==> config.mk <==
export PLATFORM = sky130hd
export DESIGN_NAME = and_gate_seq_ctrl_flat
export DESIGN_NICKNAME = d
export VERILOG_FILES = /design/src/rtl/and_gate_seq_ctrl_if.sv /design/src/rtl/and_gate_seq_ctrl.sv /design/src/flat_wrapper.sv
export SDC_FILE = /design/constraint.sdc
export NUM_CORES = 1
export LEC_CHECK = 0
export ABC_CLOCK_PERIOD_IN_PS = 2200
export CORE_ASPECT_RATIO = 0.8
export CORE_MARGIN = 2
export CORE_UTILIZATION = 50
export DETAILED_ROUTE_END_ITERATION = 6
export PLACE_DENSITY = 0.73
export SYNTH_ARGS = -nofsm -noshare
export SYNTH_HDL_FRONTEND = slang
export SYNTH_SLANG_ARGS = --single-unit
==> constraint.sdc <==
create_clock -name clk -period 2.2 [get_ports clk]
set_input_delay 0.44 -clock clk [delete_from_list [all_inputs] [get_ports clk]]
set_output_delay 0.44 -clock clk [all_outputs]
set_load 0.02 [all_outputs]
==> src/rtl/and_gate_seq_ctrl_if.sv <==
// Signal bundle between the AND-gate self-test sequencer and its host/gate.
// The slave side is the sequencer; the master side is the host plus the gate output.
interface and_gate_seq_ctrl_if;
    logic       start;
    logic       abort;
    logic       gate_s;
    logic       gate_a;
    logic       gate_b;
    logic       busy;
    logic       done;
    logic       pass;
    logic [2:0] err_cnt;
    logic [3:0] fail_mask;
    logic [1:0] vec_idx;

    modport master (
        output start, abort, gate_s,
        input  gate_a, gate_b, busy, done, pass, err_cnt, fail_mask, vec_idx
    );

    modport slave (
        input  start, abort, gate_s,
        output gate_a, gate_b, busy, done, pass, err_cnt, fail_mask, vec_idx
    );
endinterface

==> src/rtl/and_gate_seq_ctrl.sv <==
// Self-test sequencer for a registered two-input AND gate: walks ab = 00,01,10,11,
// holds each vector DWELL cycles and checks the gate output at the end of each dwell.
module and_gate_seq_ctrl #(
    parameter int DWELL    = 5,
    parameter int GATE_LAT = 1
) (
    input  logic               clk,
    input  logic               rst_n,
    and_gate_seq_ctrl_if.slave bus
);

    if (DWELL < 2 || DWELL > 255 || DWELL <= GATE_LAT) begin : g_param_check
        $error("and_gate_seq_ctrl: DWELL must be 2..255 and greater than GATE_LAT");
    end

    localparam logic [7:0] LAST_CNT = 8'(DWELL - 1);

    typedef enum logic [1:0] {S_IDLE, S_APPLY, S_DONE} state_t;

    state_t     state_q, state_d;
    logic [7:0] cnt_q, cnt_d;
    logic [1:0] vec_idx_q, vec_idx_d;
    logic [2:0] err_cnt_q, err_cnt_d;
    logic [3:0] fail_mask_q, fail_mask_d;
    logic       pass_q, pass_d;
    logic       busy_q, busy_d;
    logic       done_q, done_d;
    logic       gate_a_q, gate_a_d;
    logic       gate_b_q, gate_b_d;
    logic       mismatch;

    // Only four vectors exist, so the count tops out at 4; the clamp makes that explicit.
    function automatic logic [2:0] sat_inc(input logic [2:0] v);
        return (v >= 3'd4) ? 3'd4 : v + 3'd1;
    endfunction

    always_comb begin
        state_d     = state_q;
        cnt_d       = cnt_q;
        vec_idx_d   = vec_idx_q;
        err_cnt_d   = err_cnt_q;
        fail_mask_d = fail_mask_q;
        pass_d      = pass_q;
        busy_d      = busy_q;
        done_d      = 1'b0;
        gate_a_d    = gate_a_q;
        gate_b_d    = gate_b_q;
        mismatch    = bus.gate_s != (vec_idx_q[1] & vec_idx_q[0]);

        case (state_q)
            S_IDLE: begin
                busy_d   = 1'b0;
                gate_a_d = 1'b0;
                gate_b_d = 1'b0;
                if (bus.start) begin
                    state_d     = S_APPLY;
                    cnt_d       = 8'd0;
                    vec_idx_d   = 2'd0;
                    err_cnt_d   = 3'd0;
                    fail_mask_d = 4'd0;
                    pass_d      = 1'b0;
                    busy_d      = 1'b1;
                end
            end
            S_APPLY: begin
                // Abort wins over a compare landing on the same edge.
                if (bus.abort) begin
                    state_d  = S_IDLE;
                    busy_d   = 1'b0;
                    gate_a_d = 1'b0;
                    gate_b_d = 1'b0;
                    pass_d   = 1'b0;
                end else if (cnt_q == LAST_CNT) begin
                    if (mismatch) begin
                        fail_mask_d[vec_idx_q] = 1'b1;
                        err_cnt_d              = sat_inc(err_cnt_q);
                    end
                    if (vec_idx_q == 2'd3) begin
                        state_d  = S_DONE;
                        done_d   = 1'b1;
                        busy_d   = 1'b0;
                        gate_a_d = 1'b0;
                        gate_b_d = 1'b0;
                        pass_d   = (err_cnt_d == 3'd0);
                    end else begin
                        vec_idx_d = vec_idx_q + 2'd1;
                        cnt_d     = 8'd0;
                        gate_a_d  = vec_idx_d[1];
                        gate_b_d  = vec_idx_d[0];
                    end
                end else begin
                    cnt_d = cnt_q + 8'd1;
                end
            end
            S_DONE: begin
                state_d  = S_IDLE;
                busy_d   = 1'b0;
                gate_a_d = 1'b0;
                gate_b_d = 1'b0;
            end
            default: state_d = S_IDLE;
        endcase
    end

    always_ff @(posedge clk or negedge rst_n) begin
        if (!rst_n) begin
            state_q     <= S_IDLE;
            cnt_q       <= 8'd0;
            vec_idx_q   <= 2'd0;
            err_cnt_q   <= 3'd0;
            fail_mask_q <= 4'd0;
            pass_q      <= 1'b0;
            busy_q      <= 1'b0;
            done_q      <= 1'b0;
            gate_a_q    <= 1'b0;
            gate_b_q    <= 1'b0;
        end else begin
            state_q     <= state_d;
            cnt_q       <= cnt_d;
            vec_idx_q   <= vec_idx_d;
            err_cnt_q   <= err_cnt_d;
            fail_mask_q <= fail_mask_d;
            pass_q      <= pass_d;
            busy_q      <= busy_d;
            done_q      <= done_d;
            gate_a_q    <= gate_a_d;
            gate_b_q    <= gate_b_d;
        end
    end

    assign bus.gate_a    = gate_a_q;
    assign bus.gate_b    = gate_b_q;
    assign bus.busy      = busy_q;
    assign bus.done      = done_q;
    assign bus.pass      = pass_q;
    assign bus.err_cnt   = err_cnt_q;
    assign bus.fail_mask = fail_mask_q;
    assign bus.vec_idx   = vec_idx_q;

endmodule

==> src/flat_wrapper.sv <==
// flat-port wrapper written by rule: the top's interface ports become plain ports
module and_gate_seq_ctrl_flat 
#(
    parameter int DWELL    = 5,
    parameter int GATE_LAT = 1
)
  (clk, rst_n, bus_start, bus_abort, bus_gate_s, bus_gate_a, bus_gate_b, bus_busy, bus_done, bus_pass, bus_err_cnt, bus_fail_mask, bus_vec_idx);
  and_gate_seq_ctrl_if bus_i ();
  input  logic clk;
  input  logic rst_n;
  input wire logic [$bits(bus_i.start)-1:0] bus_start;
  input wire logic [$bits(bus_i.abort)-1:0] bus_abort;
  input wire logic [$bits(bus_i.gate_s)-1:0] bus_gate_s;
  output wire logic [$bits(bus_i.gate_a)-1:0] bus_gate_a;
  output wire logic [$bits(bus_i.gate_b)-1:0] bus_gate_b;
  output wire logic [$bits(bus_i.busy)-1:0] bus_busy;
  output wire logic [$bits(bus_i.done)-1:0] bus_done;
  output wire logic [$bits(bus_i.pass)-1:0] bus_pass;
  output wire logic [$bits(bus_i.err_cnt)-1:0] bus_err_cnt;
  output wire logic [$bits(bus_i.fail_mask)-1:0] bus_fail_mask;
  output wire logic [$bits(bus_i.vec_idx)-1:0] bus_vec_idx;
  assign bus_i.start = bus_start;
  assign bus_i.abort = bus_abort;
  assign bus_i.gate_s = bus_gate_s;
  assign bus_gate_a = bus_i.gate_a;
  assign bus_gate_b = bus_i.gate_b;
  assign bus_busy = bus_i.busy;
  assign bus_done = bus_i.done;
  assign bus_pass = bus_i.pass;
  assign bus_err_cnt = bus_i.err_cnt;
  assign bus_fail_mask = bus_i.fail_mask;
  assign bus_vec_idx = bus_i.vec_idx;
  and_gate_seq_ctrl #(.DWELL(DWELL), .GATE_LAT(GATE_LAT)) u_core (.clk(clk), .rst_n(rst_n), .bus(bus_i));
endmodule
# Word level (Yosys, flattened, before mapping)
# Index checks and enable logic that the tools add are counted.
[word_totals] register_bits=24 in_bits=5 output_inout_bits=14 wordCells=99
[op_classes] n_addsub=3 magnitude_cmp=3 eq_ne=13 n_mux=53 bitwise_logic=2 n_reduce_logical=15
[op_table] op="two-way mux 8 bit" n=4
[op_table] op="two-way mux 3 bit" n=8
[op_table] op="two-way mux 1 bit" n=19
[op_table] op="two-way mux 2 bit" n=8
[op_table] op="two-way mux 4 bit" n=4
[op_table] op="case mux 8 bit (2 select lines)" n=1
[op_table] op="AND reduction 4 bit" n=3
[op_table] op="AND reduction 5 bit" n=2
[op_table] op="adder 8 x 1 -> 8 bit, second input constant" n=1
[op_table] op="== test 8 x 3 -> 1 bit, second input constant" n=1
[op_table] op="case mux 2 bit (2 select lines)" n=2
[op_table] op="case mux 4 bit (2 select lines)" n=1
[op_table] op="inequality test 2 bit, second input constant" n=3
[op_table] op="inequality test 3 x 2 -> 1 bit, second input constant" n=2
[op_table] op="case mux 1 bit (2 select lines)" n=3
[op_table] op="case mux 3 bit (2 select lines)" n=1
[op_table] op="AND reduction 3 bit" n=2
[op_table] op="== test 2 bit, second input constant" n=2
[op_table] op="inequality test 2 x 1 -> 1 bit, second input constant" n=2
[op_table] op="bitwise OR 4 bit" n=1
[op_table] op="nonzero test 2 bit" n=2
[op_table] op="adder 3 x 1 -> 3 bit, second input constant" n=1
[op_table] op="greater-or-equal comparator 3 bit, second input constant" n=1
[op_table] op="zero test 3 bit" n=1
[op_table] op="14 further kinds" n=14

# Depth between registers and ports, before layout
[depth] ltp_word=11 mapped_depth=7 depth_no_buf=6

# Worst setup path before layout
# Ideal clock, no wire load.
[synth_timing] path_kind="reg2reg" startpoint="register u_core.vec_idx_q[0] (netlist: u_core.bus.vec_idx[0])" endpoint="register u_core.state_q[0]" setup_ps=125 arrival_time_ps=1685 required_ps=2075 slack_ps=390 stages_incl_launch_ff=6 path_buffers=0 synth_period_minus_slack_ps=1810 cell_sequence="dfrtp_1 ha_1 nor4b_1 a21oi_1 nor2_1 mux2_2"
[synth_between] elab_chain_cells=3
[synth_lines] element="from (decl)" line_no="and_gate_seq_ctrl.sv:22" rtl="logic [1:0] vec_idx_q, vec_idx_d;"
[synth_lines] element="from (signal assigned)" line_no="and_gate_seq_ctrl.sv:120" rtl="vec_idx_q <= vec_idx_d;"
[synth_lines] element="== test 2 bit" line_no="and_gate_seq_ctrl.sv:78" rtl="if (vec_idx_q == 2'd3) begin"
[synth_lines] element="inequality test 3 x 2 -> 1 bit (no line)"
[synth_lines] element="AND reduction 3 bit (no line)"
[synth_lines] element="to (signal assigned)" line_no="and_gate_seq_ctrl.sv:118" rtl="state_q <= state_d;"
[synth_lines] element="to (decl)" line_no="and_gate_seq_ctrl.sv:20" rtl="state_t state_q, state_d;"
# Every way passes these cells.
# A chain may end at the register's enable or synchronous reset.

# Worst setup path after layout
[layout_timing] startpoint="register u_core.state_q[1]" endpoint="register u_core.vec_idx_q[0] (netlist: u_core.bus.vec_idx[0])"
[layout_between] elab_chain_cells=3 word_cells_on_any_way=9 classes_between="5 x eq/ne; 1 x mux; 3 x reduce/logical"
[layout_lines] element="== test 2 x 1 -> 1 bit / zero test 2 bit (equally long branches)" line_no="and_gate_seq_ctrl.sv:50" rtl="case (state_q)"
[layout_lines] element="inequality test 2 x 1 -> 1 bit (no line), or another cell as far along"
[layout_lines] element="AND reduction 5 bit (no line)"
# Several ways; a longest one is shown, not always the timed one.

==> metrics <==
Post-CTS Setup Bufs 0; CTS tree yes; via/cell ratio 5.799; CP peak stage delay 520 ps; WL final 3117 um; # hold bufs at CTS 0; register bit count reported by yosys 24; vias in the first global route 1132; Top Ports 19; nets 191; fraction of layout cells with a size suffix above 1 11.11%; clock root buffer clkbuf_4; M1 GR Usage 30.75%; RR Startpoint u_core.state_q[1]; worst-margin pin slew 510.2 ps; Post-DRT Antenna Nets 0; Clock Pin Slew Worst Setup and Hold Paths approximately 140 ps; grt ovf 0; Max Cap Viol 0; Seq/Total Area, Yosys 41.56%; number of synthesized flops with an enable pin 0; Final Cycle Share 92.95%; Sw Share a little over two fifths; RSZ-0062 raised after global routing no; Critical-path top delay cell or4_1; Mapped Avg Cell Area 9.831 um2; DRT Pass-1 Iters 4; crit path from u_core.state_q[1]; hpwl dp 2338 um; initial antenna violation count 0; Cells after Synth roughly 150; H-tree levels 1; Power, Total 1.886 mW; Initial Utilization 52.26%; Min-Delay Path Class input port to asynchronous set/reset pin; CTS sink cnt 24; LEAKAGE 0.7951 nW; placed instance area 1688 um2; syn nets 166; clock share of power 17.2%; CP Launch Type flip-flop; Worst Skew 12.27 ps; warnings from Yosys 0; first-pass GRT wire length 5437 um; Crit Path Class flip-flop to flip-flop; fin area 1743 um2; GR Layer Usage met2 32.81%; Final min period between 2000 and 2500 ps; # rows 17; final hold violations 0; Layout area overhead 20.61%; Worst Path Required 2440 ps; Power Density 1082 nW/um2; Slew HR ~66%; most frequent cells in the layout dfrtp_1 (24), clkdlybuf4s50_1 (18), nand2_1 (13), ha_1 (13), inv_1 (11); Cell Int Power 1.098 mW; CP endpoint kind flip-flop; Global Route Usage Sum 21.21%; Seq pwr share 33.2%; Final setup viols 0; CTS Buf Count 3; Worst VDD drop 0.7779 mV; fraction of registers with async set/reset 100.0%; Switching Power 0.7881 mW; utilization after layout 63.03%; largest fanout on the critical path 9; drt wl/cell 14.91 um; ant diodes 0; outcome finished, final reports clean; largest net degree at the start of global routing 25; worst skew pair latency 330 ps; number of port buffers 18; Die H between 50 and 60 um; Global Route met3 Usage 4.113%; Main synth FF type dfrtp_1; Iteration-0 DRC Markers 75; fmax 489.0 MHz; Post-Syn Area about 1400 um2; final max-slew violation count 0; routability cong. 0.8861; Total Neg Setup Slack 0 ps; CTS max path bufs 2; arrival time at the worst endpoint 2280 ps; Comb power frac 49.5%; via count 1212; Most Crowded Layer GR met2; distinct cell type count of the synthesized netlist 37; most common cell after layout, fill and taps aside dfrtp_1; DRC 0; Core Area ~2800 um2; total die area 3339 um2; DIE WIDTH about 64 um; CP Cell Sequence inv_1, ha_2, mux2_2, nand2_2, or4_1, o211ai_1
==> synthesized netlist by cell type (4+ instances only) <==
library cell | n | share of area, %
nor2_1 | 10 | 2.6
dfrtp_1 | 24 | 42
ha_1 | 14 | 12
nand4_1 | 6 | 2.6
inv_1 | 11 | 2.9
a21oi_1 | 6 | 2.1
xor2_1 | 4 | 2.4
o21ai_0 | 9 | 3.1
nor3_1 | 4 | 1.4
nand3_1 | 5 | 1.7
a31oi_1 | 4 | 1.7
mux2_2 | 5 | 3.9
nand2_1 | 13 | 3.4
==> logic make-up (layout without fill, tap and decap cells) <==
group                    Yosys count  in the layout  synth area share (%)
AND/OR/NAND/NOR                   55             55                 21.04
AO/OA/AOI/OAI                     31             31                 14.37
flip-flops                        24             24                 41.56
adder cells (fa/ha/maj)           14             14                 12.12
buffers and inverters             13             37                 3.896
multiplexers                       6              6                 4.588
XOR/XNOR                           4              4                 2.424
==> timing repair <==
action	4_1_cts	5_1_grt
resized for setup	0	1
endpoints found under the setup margin	0	6
hold endpoints to repair	0	0
==> flip-flops by register name, indices dropped and copies added (netlist names) <==
register and flops:
u_core.bus.busy 1, u_core.bus.done 1, u_core.bus.err_cnt 3, u_core.bus.fail_mask 4
u_core.bus.gate_a 1, u_core.bus.gate_b 1, u_core.bus.pass 1, u_core.bus.vec_idx 2
u_core.cnt_q 8, u_core.state_q 2
==> area by class of cell <==
class | count | area, um2
clock inverters | 1 | 30.03
well taps | 38 | 47.55
inverters | 11 | 41.29
repair buffers | 22 | 210.2
multi-input cells | 110 | 790.8
clock buffers | 3 | 22.52
flip-flops and latches | 24 | 600.6
fillers | 234 | 1022
==> metal layers <==
metal	vias up	part of all wire (%)
met5	-	0
met4	0	0.55
met3	2	5.6
met2	38	45
met1	595	49
li1	577	-
==> power by group through the flow <==
stage	Sequential, mW	Clock (mW)	Combinational [mW]
6_report	0.627	0.325	0.935
5_1_grt	0.644	0.347	1.03
4_1_cts	0.626	0.332	0.932
3_5_place_dp	0.636	0	0.924
3_3_place_gp	0.630	0	0.904
2_1_floorplan	0.692	0	0.550
==> through the flow <==
stage / hold WS [ps] / setup WS, ps / cells
3_5_place_dp: 470.5 / 89.90 / 205
2_1_floorplan: 144.4 / 390.3 / 147
5_1_grt: 488.3 / 55.16 / 209
3_3_place_gp: 468.7 / 164.4 / 205
4_1_cts: 473.3 / 37.40 / 209
6_report: 458.4 / 155.2 / 209
==> path summary, 6_finish.rpt <==
path | endpoint | slack (ps) | depth (start not counted)
max in group asynchronous | u_core.cnt_q[0] | 1500 | 2
min | u_core.bus.fail_mask[3] | 460 | 2
min in group clk | u_core.bus.fail_mask[1] | 500 | 2
max | u_core.bus.vec_idx[0] | 160 | 6
min reg2reg | u_core.bus.fail_mask[1] | 500 | 2
max reg2reg | u_core.bus.vec_idx[0] | 160 | 6
==> critical path: cells and delay by family (launching register included) <==
kind	cells	cell delay [ps]
multiplexers	1	300
buffers and inverters	1	130
AND/OR/NAND/NOR	2	650
AO/OA/AOI/OAI	1	120
flip-flops	1	460
adder cells (fa/ha/maj)	1	310
Power figures use the tool's default switching activity.
